<file path="src/rtl/fabric_switch_cfg_ctrl.sv">
// Runtime route-table loader for one fabric_switch: assembles a framed config stream,
// quiesces and drains the switch, then commits atomically. Optional: FABRIC_SWITCH_CFG_MIX_CHECK_EN.
module fabric_switch_cfg_ctrl #(
  parameter int NUM_INPUTS     = 4,
  parameter int NUM_OUTPUTS    = 4,
  parameter logic [NUM_OUTPUTS*NUM_INPUTS-1:0] CONNECTIVITY = '1,
  parameter int CFG_WORD_WIDTH = 8,
  parameter int DRAIN_TIMEOUT  = 256,
  localparam int NUM_CONNECTED = $countones(CONNECTIVITY),
  localparam int NUM_WORDS     = (NUM_CONNECTED + CFG_WORD_WIDTH - 1) / CFG_WORD_WIDTH
) (
  input  logic                      clk,
  input  logic                      rst_n,
  input  logic                      cfg_valid_i,
  output logic                      cfg_ready_o,
  input  logic [CFG_WORD_WIDTH-1:0] cfg_data_i,
  input  logic                      cfg_last_i,
  input  logic                      sw_busy_i,
  output logic                      hold_o,
  output logic [NUM_CONNECTED-1:0]  route_table_o,
  output logic                      cfg_commit_o,
  output logic                      error_valid_o,
  output logic [15:0]               error_code_o
);

  localparam int SHW = NUM_WORDS * CFG_WORD_WIDTH;
  localparam int WCW = $clog2(NUM_WORDS + 1);
  localparam int DCW = (DRAIN_TIMEOUT > 1) ? $clog2(DRAIN_TIMEOUT) : 1;
  localparam logic [WCW-1:0] LAST_WORD  = WCW'(NUM_WORDS - 1);
  localparam logic [DCW-1:0] DRAIN_LAST = DCW'((DRAIN_TIMEOUT > 0) ? DRAIN_TIMEOUT - 1 : 0);

  localparam logic [15:0] FABRIC_OK                                  = 16'd0;
  localparam logic [15:0] CFG_SWITCH_ROUTE_MIX_INPUTS_TO_SAME_OUTPUT = 16'd1;
  localparam logic [15:0] CFG_SWITCH_CFG_LENGTH_MISMATCH             = 16'd5;
  localparam logic [15:0] RT_SWITCH_DRAIN_TIMEOUT                    = 16'd263;

  typedef enum logic [2:0] {S_IDLE, S_LOAD, S_DRAIN, S_DONE, S_ERROR} state_e;

  state_e                   state_q, state_d;
  logic [SHW-1:0]           shadow_q, shadow_d;
  logic [WCW-1:0]           word_cnt_q, word_cnt_d;
  logic [DCW-1:0]           drain_cnt_q, drain_cnt_d;
  logic [NUM_CONNECTED-1:0] route_q, route_d;
  logic                     err_valid_q, err_valid_d;
  logic [15:0]              err_code_q, err_code_d;
  logic                     accept;
  logic                     mix_err;

  assign accept = cfg_valid_i && cfg_ready_o;

`ifdef FABRIC_SWITCH_CFG_MIX_CHECK_EN
  // Walk the connectivity matrix output-major; shadow bits map to set mask bits in order.
  always_comb begin
    int k;
    int row;
    mix_err = 1'b0;
    k = 0;
    for (int o = 0; o < NUM_OUTPUTS; o++) begin
      row = 0;
      for (int i = 0; i < NUM_INPUTS; i++) begin
        if (CONNECTIVITY[o*NUM_INPUTS+i]) begin
          if (shadow_q[k]) row++;
          k++;
        end
      end
      if (row > 1) mix_err = 1'b1;
    end
  end
`else
  assign mix_err = 1'b0;
`endif

  always_ff @(posedge clk or negedge rst_n) begin
    if (!rst_n) begin
      state_q     <= S_IDLE;
      shadow_q    <= '0;
      word_cnt_q  <= '0;
      drain_cnt_q <= '0;
      route_q     <= '0;
      err_valid_q <= 1'b0;
      err_code_q  <= FABRIC_OK;
    end else begin
      state_q     <= state_d;
      shadow_q    <= shadow_d;
      word_cnt_q  <= word_cnt_d;
      drain_cnt_q <= drain_cnt_d;
      route_q     <= route_d;
      err_valid_q <= err_valid_d;
      err_code_q  <= err_code_d;
    end
  end

  always_comb begin
    state_d     = state_q;
    shadow_d    = shadow_q;
    word_cnt_d  = word_cnt_q;
    drain_cnt_d = '0;
    route_d     = route_q;
    err_valid_d = err_valid_q;
    err_code_d  = err_code_q;
    case (state_q)
      S_IDLE, S_LOAD: begin
        if (accept) begin
          for (int w = 0; w < NUM_WORDS; w++) begin
            if (word_cnt_q == WCW'(w)) shadow_d[w*CFG_WORD_WIDTH +: CFG_WORD_WIDTH] = cfg_data_i;
          end
          if (cfg_last_i != (word_cnt_q == LAST_WORD)) begin
            state_d     = S_ERROR;
            err_valid_d = 1'b1;
            err_code_d  = CFG_SWITCH_CFG_LENGTH_MISMATCH;
          end else if (cfg_last_i) begin
            state_d    = S_DRAIN;
            word_cnt_d = '0;
          end else begin
            state_d    = S_LOAD;
            word_cnt_d = word_cnt_q + 1'b1;
          end
        end
      end
      S_DRAIN: begin
        drain_cnt_d = drain_cnt_q + 1'b1;
        // An idle switch on the timeout cycle still counts as drained.
        if (!sw_busy_i) begin
          if (mix_err) begin
            state_d     = S_ERROR;
            err_valid_d = 1'b1;
            err_code_d  = CFG_SWITCH_ROUTE_MIX_INPUTS_TO_SAME_OUTPUT;
          end else begin
            state_d = S_DONE;
            route_d = shadow_q[NUM_CONNECTED-1:0];
          end
        end else if (DRAIN_TIMEOUT != 0 && drain_cnt_q == DRAIN_LAST) begin
          state_d     = S_ERROR;
          err_valid_d = 1'b1;
          err_code_d  = RT_SWITCH_DRAIN_TIMEOUT;
        end
      end
      S_DONE:  state_d = S_IDLE;
      S_ERROR: state_d = S_ERROR;
      default: state_d = S_IDLE;
    endcase
  end

  always_comb begin
    cfg_ready_o   = (state_q == S_IDLE) || (state_q == S_LOAD);
    hold_o        = (state_q == S_DRAIN) || (state_q == S_DONE) || (state_q == S_ERROR);
    cfg_commit_o  = (state_q == S_DONE);
    route_table_o = route_q;
    error_valid_o = err_valid_q;
    error_code_o  = err_code_q;
  end

endmodule

</file>
<file path="config.mk">
export PLATFORM = sky130hd
export DESIGN_NAME = fabric_switch_cfg_ctrl
export DESIGN_NICKNAME = d
export VERILOG_FILES = /design/src/rtl/fabric_switch_cfg_ctrl.sv
export SDC_FILE = /design/constraint.sdc
export NUM_CORES = 1
export LEC_CHECK = 0
export BUFFER_PORTS_ARGS = -buffer_cell sky130_fd_sc_hd__buf_2
export CAP_MARGIN = 20
export CORE_ASPECT_RATIO = 0.9
export CORE_UTILIZATION = 30
export DETAILED_ROUTE_END_ITERATION = 16
export SLEW_MARGIN = 10
export SYNTH_ARGS = -nofsm -noshare
export SYNTH_HDL_FRONTEND = slang
export SYNTH_SLANG_ARGS = --single-unit
</file>
<file path="constraint.sdc">
create_clock -name clk -period 2 [get_ports clk]
set_input_delay 0.4 -clock clk [delete_from_list [all_inputs] [get_ports clk]]
set_output_delay 0.4 -clock clk [all_outputs]
set_load 0.005 [all_outputs]
</file>
==> results.sh, run 1 <==
export IMPL_status="finished clean"
export IMPL_syn_area_per_cell_um2=12.6
export IMPL_drc_errors=0
export IMPL_crit_type="flop to output pin"
export IMPL_n_antenna_cell=0
export IMPL_clock_skew_ns=0.00703
export IMPL_cts_sinks=47
export IMPL_routedWlPerCell_um=12.5
export IMPL_top_layer="met4"
export IMPL_synthArstFlopShare_pct=100
export IMPL_setup_tns_ns=0
export IMPL_yosysMostFrequentCell="dfrtp_1"
export IMPL_worstPathArrival_ns=1.34
export IMPL_synth_edf_count=0
export IMPL_hpwl_mm=2.72
export IMPL_fmax_mhz=575
export IMPL_synth_top_area_share_pct=55.0
export IMPL_ctsLongestPathBuffers=2
export IMPL_drv_cap=0
export IMPL_grt_use_total_pct=10.7
export IMPL_die_area_um2=7470
export IMPL_dr_total_vias=1331
export IMPL_tritoncts="done"
export IMPL_critical_path_max_fanout=13
export IMPL_crit_family="flip-flops"
export IMPL_drive_gt1_share_pct=40.7
export IMPL_antenna_found_initial=0
export IMPL_ys_warn_count=0
export IMPL_synthTopCellsByCount="47 x dfrtp_1, 32 x mux2_2, 16 x buf_4, 10 x inv_1, 8 x nor2_1"
export IMPL_grt_max_degree=22
export IMPL_drtPass1Iterations=4
export IMPL_fin_hold_ws_ns=0.0319
export IMPL_first_global_vias=1281
export IMPL_numCtsBuffers=5
export IMPL_cpMaxStageDelayCell="dfrtp_1"
export IMPL_wl_met1_mm=1.83
export IMPL_wirelength_mm=3.73
export IMPL_wl_met2_mm=1.74
export IMPL_cpPeakStageDelay_ns=0.67
export IMPL_nNetsFinal=226
export IMPL_p_leak_nw=1.16
export IMPL_synth_top_area_cell="dfrtp_1"
export IMPL_tightest_slew_ns=0.513
export IMPL_gp_congestion=0.782
export IMPL_core_area_um2=6730
export IMPL_num_rows=28
export IMPL_ys_types=35
export IMPL_synthFlopType="dfrtp_1"
export IMPL_grt_overflow_total=0
export IMPL_hold_viol_final=0
export IMPL_start_kind="flop"
export IMPL_ys_top_cells_by_area="dfrtp_1 55%, mux2_2 17%, buf_4 5.6%"
export IMPL_power_density_nw_per_um2=1240
export IMPL_htree_levels=2
export IMPL_yosysSeqAreaShare_pct=55.0
export IMPL_finalSetupViolations=0
export IMPL_vias_per_cell=4.45
export IMPL_pin_count=49
export IMPL_ir_drop_uv=393
export IMPL_crit_path_end_kind="output pin"
export IMPL_die_x_um=91.0
export IMPL_crit_chain="nand2_1 -> o21ai_0 -> buf_2"
export IMPL_nFillCells=693
export IMPL_maxSlewViolCount=0
export IMPL_ys_ff_latch=47
export IMPL_grt_pass1_wl_mm=6.19
export IMPL_place_port_buffers=36
export IMPL_required_ns=1.60
export IMPL_area_growth_pct=15.5
export IMPL_final_antenna_net_count=0
export IMPL_syn_cell_area_um2=2140
export IMPL_postSynthCellCount=169
export IMPL_cts_root_buffer="clkbuf_8"
export IMPL_drt_initial_drc_count=80
export IMPL_start_util_pct=31.8
export IMPL_period_minus_slack_ns=1.74
export IMPL_path_clk_slew_ns=0.09
export IMPL_relSlewSlack_pct=65.8
export IMPL_finalCritPeriodShare_pct=87.0
export IMPL_rsz0062_at_grt="no"
export IMPL_wl_met3_um=145
export IMPL_crit_buf_inv=1
export IMPL_die_h_um=82.1
export IMPL_clkLatencyLatePin_ns=0.30
export IMPL_hold_path_class="input pin to asynchronous set/reset pin"
==> flip-flops by register name, summed over array words and instances, names as in the netlist <==
| name | count |
|---|---|
| state_q | 3 |
| word_cnt_q | 2 |
| error_code_o | 2 |
| shadow_q | 16 |
| route_table_o | 16 |
| drain_cnt_q | 8 |
==> area by class of cell <==
| cell class | instances | area, µm² | area share, % |
|---|---|---|---|
| Inverter | 10 | 37.5 | 1.52 |
| Timing Repair Buffer | 41 | 218 | 8.82 |
| Sequential cell | 47 | 1180 | 47.6 |
| Multi-Input combinational cell | 103 | 826 | 33.5 |
| Tap cell | 90 | 113 | 4.56 |
| Clock inverter | 2 | 16.3 | 0.659 |
| Clock buffer | 6 | 82.6 | 3.35 |
==> worst paths after layout <==
kind | start | end | slack [ns] | cells past startpoint
worst max-delay path | state_q[2] | hold_o | 0.26 | 3
worst min-delay path | rst_n | route_table_o[9] | 0.03 | 1
worst max register to register | word_cnt_q[1] | shadow_q[10] | 0.33 | 6
worst min register to register | drain_cnt_q[0] | drain_cnt_q[0] | 0.48 | 1
max in group asynchronous | rst_n | shadow_q[10] | 1.38 | 2
min in group clk | cfg_data_i[3] | shadow_q[11] | 0.34 | 2
==> cell usage in the layout, fill, tap and decap left out, types with 2 or more instances in the layout <==
master / synthesis / layout
nand3_1: 5 / 5
o21ai_0: 6 / 6
conb_1: 1 / 12
a22oi_1: 2 / 2
ha_1: 5 / 5
mux2_2: 32 / 32
buf_2: 2 / 36
and2_1: 2 / 2
nor2_1: 8 / 8
inv_1: 10 / 10
buf_4: 16 / 5
clkbuf_8: 0 / 6
nand2_1: 3 / 3
dfrtp_1: 47 / 47
xnor2_1: 2 / 2
a21oi_1: 5 / 5
or3_1: 4 / 4
==> routing by layer <==
layer | vias to the layer above | track usage (%)
met4 | 0 | 2.86
met1 | 672 | 14.3
met3 | 2 | 3.61
met2 | 25 | 16.8
li1 | 632 | -
met5 | - | 0
==> stage by stage <==
step	utilization (%)	setup WS, ns	cells	area, µm²	power [mW]
after floorplan	-	0.381	180	2180	2.16
after detailed placement	35.1	0.193	291	2360	2.49
after CTS	36.6	0.154	299	2460	3.10
final	36.7	0.260	299	2470	3.07
after global routing	36.7	0.109	299	2470	3.30
after global placement	35.1	0.254	291	2360	2.46
==> cell families after synthesis <==
| family | count (synthesis) | share of synthesized area [%] |
|---|---|---|
| DFF | 47 | 55.0 |
| muxes | 33 | 17.3 |
| and+or+nand+nor | 33 | 9.95 |
| buffers and inverters | 30 | 8.55 |
| AOI/OAI and AO/OA | 17 | 4.80 |
| adders and majority gates | 5 | 2.93 |
| xor gates and xnor gates | 3 | 1.23 |
| other | 1 | 0.175 |
==> report_power, final <==
| group | internal [mW] | switching, mW |
|---|---|---|
| combinational | 0.539 | 0.375 |
| sequential | 1.31 | 0.229 |
| clock | 0.283 | 0.333 |
| total | 2.13 | 0.937 |
==> what timing repair did <==
item                       4_1_cts  5_1_grt
buffers inserted                 0        0
resized for setup                0        1
setup endpoints to repair        0        2
hold buffers                     0        0
(Power assumes the default switching activity.)
==> run 2, diff against run 1 <==
==> constraint.sdc (replaced) <==
create_clock -name clk -period 1.4 [get_ports clk]
set_input_delay 0.28 -clock clk [delete_from_list [all_inputs] [get_ports clk]]
set_output_delay 0.28 -clock clk [all_outputs]
set_load 0.005 [all_outputs]
==> run 2 against run 1 <==
  * The flow now finishes with violations (setup timing)
  * Worst hold slack better by 0.20 ns
  * Utilization up 7.9 points
  * Register-to-register slack got worse by 0.43 ns
  * Final cell count grew 10%
  * Count of clock-buffer cells in the layout is 1 lower
  * Global-route usage increased by 0.95 points
  * Combinational power grew to 2.8 times the previous value
  * Setup slack got worse by 0.36 ns
  * Non-clock buffer count is 31 higher
  * Routed wire length increased by 11%
  * Flip-flop and latch count is the same
  * First-iteration DRC count decreased by 38%
==> results.sh, run 2 (same netlist as run 1, synthesis figures left out) <==
export IMPL_cpMaxStageDelayCell="dfrtp_1"
export IMPL_crit_chain="inv_2 -> ha_4 -> inv_4 -> nor4b_4 -> buf_4 -> mux2_4"
export IMPL_crit_path_end_kind="flop"
export IMPL_num_rows=28
export IMPL_critical_path_max_fanout=4
export IMPL_crit_type="flop to flop"
export IMPL_power_density_nw_per_um2=1840
export IMPL_violations="setup timing"
export IMPL_drive_gt1_share_pct=56.7
export IMPL_grt_pass1_wl_mm=6.93
export IMPL_grt_max_degree=48
export IMPL_die_area_um2=7470
export IMPL_drv_cap=0
export IMPL_maxSlewViolCount=0
export IMPL_layout_common_cells="45 x dfrtp_1, 35 x buf_2, 28 x mux2_4"
export IMPL_grt_overflow_total=0
export IMPL_drtPass1Iterations=4
export IMPL_cts_root_buffer="clkbuf_8"
export IMPL_final_area_um2=3000
export IMPL_status="finished, violations left"
export IMPL_fmax_mhz=665
export IMPL_ctsLongestPathBuffers=2
export IMPL_seq_area_um2=1180
export IMPL_placed_cell_area_um2=2570
export IMPL_path_clk_slew_ns=0.09
export IMPL_drc_errors=0
export IMPL_final_antenna_net_count=0
export IMPL_period_minus_slack_ns=1.50
export IMPL_n_antenna_cell=0
export IMPL_area_growth_pct=40.3
export IMPL_grt_use_total_pct=11.7
export IMPL_multi_input_area_um2=1050
export IMPL_cpPeakStageDelay_ns=0.38
export IMPL_cts_sinks=47
export IMPL_layout_commonest_cell="dfrtp_1"
export IMPL_finalSetupViolations=37
export IMPL_clkLatencyLatePin_ns=0.29
export IMPL_required_ns=1.58
export IMPL_antenna_found_initial=0
export IMPL_dr_total_vias=1454
export IMPL_p_leak_nw=1.42
export IMPL_tritoncts="done"
export IMPL_vias_per_cell=4.41
export IMPL_core_area_um2=6730
export IMPL_htree_levels=2
export IMPL_rsz0062_at_grt="yes"
export IMPL_numCtsBuffers=5
export IMPL_hpwl_mm=2.79
export IMPL_clock_skew_ns=0.00577
export IMPL_ir_drop_uv=744
export IMPL_worstPathArrival_ns=1.69
export IMPL_die_x_um=91.0
export IMPL_start_util_pct=31.8
export IMPL_routedWlPerCell_um=12.6
export IMPL_setup_slack_ns=-0.104
export IMPL_drt_initial_drc_count=50
export IMPL_wirelength_mm=4.16
export IMPL_nNetsFinal=257
export IMPL_start_kind="flop"
export IMPL_hold_path_class="input pin to flop"
export IMPL_pin_count=49
export IMPL_setup_tns_ns=-1.36
export IMPL_pre_cts_ws_ns=-0.128
export IMPL_gp_congestion=0.798
export IMPL_first_global_vias=1423
export IMPL_finalCritPeriodShare_pct=107
export IMPL_nFillCells=645
export IMPL_die_h_um=82.1
export IMPL_place_port_buffers=36
export IMPL_hold_viol_final=0
[run 2: timing repair]
| item | in CTS | in global routing |
|---|---|---|
| setup endpoints to repair | 46 | 41 |
| buffers inserted | 11 | 4 |
| resized for setup | 35 | 23 |
| endpoints found under the hold margin | 47 | 0 |
| hold buffers | 1 | 0 |
| pin swaps | 7 | 3 |
[run 2: final timing paths]
path,cells after the start,start,to,slack [ns]
worst max-delay path,6,word_cnt_q[1],shadow_q[8],-0.10
worst min-delay path,2,cfg_data_i[5],shadow_q[13],0.23
worst max register to register,6,word_cnt_q[1],shadow_q[8],-0.10
worst min register to register,1,route_table_o[12],route_table_o[12],0.50
max in group asynchronous,3,rst_n,drain_cnt_q[7],0.68
min in group asynchronous,3,rst_n,error_code_o[2],0.48
[run 2: final cells by class]
cell class,count,share of cell area [%]
Inverter,10,1.34
Clock buffer,5,2.29
Tap cell,90,3.75
Timing Repair Buffer,72,17.8
Clock inverter,3,0.626
Multi-Input combinational cell,103,34.9
Sequential cell,47,39.3
[run 2: metrics by stage]
| step | power, mW | utilization [%] | std cells | hold slack [ns] |
|---|---|---|---|---|
| floorplan | 3.18 | - | 180 | -0.0156 |
| global placement | 3.83 | 38.2 | 308 | 0.285 |
| detailed placement | 3.87 | 38.2 | 308 | 0.283 |
| CTS | 5.31 | 42.9 | 327 | 0.226 |
| global route | 5.88 | 44.6 | 330 | 0.230 |
| finish | 5.51 | 44.6 | 330 | 0.229 |
[run 2: critical path, delay by kind of cell, from the launching register on]
| kind | cells | cell delay, ns |
|---|---|---|
| adder cells (fa/ha/maj) | 1 | 0.14 |
| buffers and inverters | 3 | 0.30 |
| flip-flops | 1 | 0.38 |
| multiplexers | 1 | 0.30 |
| AND/OR/NAND/NOR | 1 | 0.26 |
[run 2: per-layer routing]
metal | part of all wire, % | track usage [%] | wire (µm) | up-vias
met2 | 48 | 19.2 | 1990 | 35
met5 | 0 | 0 | 0 | -
met3 | 3.5 | 2.87 | 144 | 2
li1 | - | - | - | 696
met1 | 48 | 15.9 | 2010 | 721
met4 | 0.31 | 1.90 | 13 | 0
[run 2: power breakdown]
| part | switching (mW) | internal [mW] |
|---|---|---|
| sequential | 0.296 | 1.88 |
| combinational | 0.899 | 1.63 |
| clock | 0.458 | 0.352 |
| total | 1.65 | 3.86 |
==> run 3, diff against run 2 <==
--- a/config.mk
+++ b/config.mk
@@ -10,6 +10,7 @@
 export CORE_ASPECT_RATIO = 0.9
 export CORE_UTILIZATION = 30
 export DETAILED_ROUTE_END_ITERATION = 16
+export RECOVER_POWER = 25
 export SLEW_MARGIN = 10
 export SYNTH_ARGS = -nofsm -noshare
 export SYNTH_HDL_FRONTEND = slang
==> run 3 against run 2 <==
  * The run still ends with setup timing left
  * Total power is essentially flat
  * Sequential power hardly changed
  * Critical path depth stayed put
  * Worst hold slack hardly changed
  * Combinational power about the same
  * First-iteration DRC count increased by 2.0%
  * Utilization is 0.19 points lower
  * Clock skew is essentially flat
  * Global-route usage stayed put
  * Via count decreased by 0.21%
  * Setup slack barely moved
  * Flip-flop and latch count unchanged
  * Largest cell class unchanged
  * Highest routed layer unchanged
==> results.sh, run 3 (same netlist as run 1, synthesis figures left out) <==
export IMPL_cpMaxStageDelayCell="dfrtp_1"
export IMPL_drtPass1Iterations=4
export IMPL_relSlewSlack_pct=56.9
export IMPL_clkLatencyLatePin_ns=0.29
export IMPL_rr_endpoint="shadow_q[8]"
export IMPL_ctsLongestPathBuffers=2
export IMPL_place_port_buffers=36
export IMPL_placed_cell_area_um2=2570
export IMPL_power_density_nw_per_um2=1840
export IMPL_gp_congestion=0.798
export IMPL_crit_type="flop to flop"
export IMPL_maxSlewViolCount=0
export IMPL_final_area_um2=2990
export IMPL_min_delay_start="cfg_data_i[5]"
export IMPL_n_antenna_cell=0
export IMPL_fin_hold_ws_ns=0.229
export IMPL_crit_chain="inv_2 -> ha_4 -> inv_4 -> nor4b_4 -> buf_4 -> mux2_4"
export IMPL_grt_most_used_layer="met2"
export IMPL_hold_depth=2
export IMPL_p_leak_nw=1.42
export IMPL_start_kind="flop"
export IMPL_grt_pass1_wl_mm=6.93
export IMPL_grt_overflow_total=0
export IMPL_grt_use_total_pct=11.7
export IMPL_nNetsFinal=257
export IMPL_post_place_cells=308
export IMPL_path_clk_slew_ns=0.09
export IMPL_antenna_found_initial=0
export IMPL_cts_root_buffer="clkbuf_8"
export IMPL_dr_total_vias=1451
export IMPL_hold_path_class="input pin to flop"
export IMPL_rsz0062_at_grt="yes"
export IMPL_core_area_um2=6730
export IMPL_clock_skew_ns=0.00589
export IMPL_hold_path_end="shadow_q[13]"
export IMPL_cpPeakStageDelay_ns=0.38
export IMPL_routedWlPerCell_um=12.6
export IMPL_critical_path_max_fanout=4
export IMPL_tritoncts="done"
export IMPL_hpwl_mm=2.79
export IMPL_die_h_um=82.1
export IMPL_setup_slack_ns=-0.104
export IMPL_worstPathArrival_ns=1.69
export IMPL_nFillCells=646
export IMPL_required_ns=1.58
export IMPL_area_growth_pct=39.8
export IMPL_num_rows=28
export IMPL_ir_drop_uv=745
export IMPL_cts_sinks=47
export IMPL_numCtsBuffers=5
export IMPL_vias_per_cell=4.40
export IMPL_drive_gt1_share_pct=56.7
export IMPL_finalCritPeriodShare_pct=107
export IMPL_gr_usage_met1_pct=15.9
export IMPL_final_antenna_net_count=0
export IMPL_layout_common_cells="45 x dfrtp_1, 35 x buf_2, 28 x mux2_4"
export IMPL_crit_path_end_kind="flop"
export IMPL_finalSetupViolations=38
export IMPL_drc_errors=0
export IMPL_grt_max_degree=48
export IMPL_drt_initial_drc_count=51
export IMPL_first_global_vias=1423
export IMPL_die_x_um=91.0
export IMPL_period_minus_slack_ns=1.50
export IMPL_fin_cells=330
export IMPL_htree_levels=2
export IMPL_reg2reg_setup_slack_ns=-0.10
export IMPL_layout_commonest_cell="dfrtp_1"
export IMPL_pin_count=49
export IMPL_grt_util_met2_pct=19.2
export IMPL_rr_startpoint="word_cnt_q[1]"
export IMPL_status="finished, violations left"
export IMPL_use_met3_pct=2.87
export IMPL_drv_cap=0
export IMPL_rr_worst_depth=6
export IMPL_start_util_pct=31.8
export IMPL_wirelength_mm=4.17
export IMPL_tightest_slew_ns=0.647
export IMPL_setup_tns_ns=-1.39
export IMPL_die_area_um2=7470
export IMPL_fmax_mhz=665
export IMPL_final_core_util_pct=44.4
export IMPL_hold_viol_final=0
export IMPL_violations="setup timing"
[run 3: worst max-delay path by stage]
stage / endpoint / depth (start not counted) / startpoint
floorplan: shadow_q[10] / 5 / word_cnt_q[1]
global placement: shadow_q[15] / 6 / word_cnt_q[1]
detailed placement: word_cnt_q[1] / 6 / word_cnt_q[0]
CTS: shadow_q[8] / 6 / word_cnt_q[1]
global route: shadow_q[9] / 6 / word_cnt_q[1]
finish: shadow_q[8] / 6 / word_cnt_q[1]
[run 3: layout make-up]
class / count / area [µm²] / area share [%]
Clock buffer: 5 / 68.8 / 2.30
Tap cell: 90 / 113 / 3.77
Timing Repair Buffer: 72 / 522 / 17.5
Inverter: 10 / 40.0 / 1.34
Multi-Input combinational cell: 103 / 1050 / 35.0
Sequential cell: 47 / 1180 / 39.5
Clock inverter: 3 / 18.8 / 0.628
[run 3: what timing repair did]
item,in CTS,in global routing
pin swaps,7,3
buffers inserted,11,4
hold buffers,1,0
endpoints found under the setup margin,46,41
resized for setup,35,23
gates cloned,0,0
hold endpoints to repair,47,0
[run 3: metal layers]
layer / routed length [µm] / part of all wire, % / up-vias
li1: - / - / 694
met1: 2020 / 48 / 720
met2: 1990 / 48 / 35
met3: 146 / 3.5 / 2
met4: 13 / 0.31 / 0
met5: 0 / 0 / -
[run 3: metrics by stage]
step	setup slack, ns	total power, mW
finish	-0.104	5.51
floorplan	-0.146	3.18
global route	-0.184	5.88
CTS	-0.128	5.31
global placement	-0.0838	3.83
detailed placement	-0.128	3.87
[run 3: critical path: cells and delay by family (launching register included)]
family,cells,cell delay [ns]
simple gates,1,0.26
flops,1,0.38
mux,1,0.30
fa+ha+maj,1,0.14
buf+inv,3,0.30
[run 3: power by group]
group | switching (mW) | internal, mW
logic | 0.898 | 1.63
clock network | 0.459 | 0.352
registers | 0.298 | 1.88
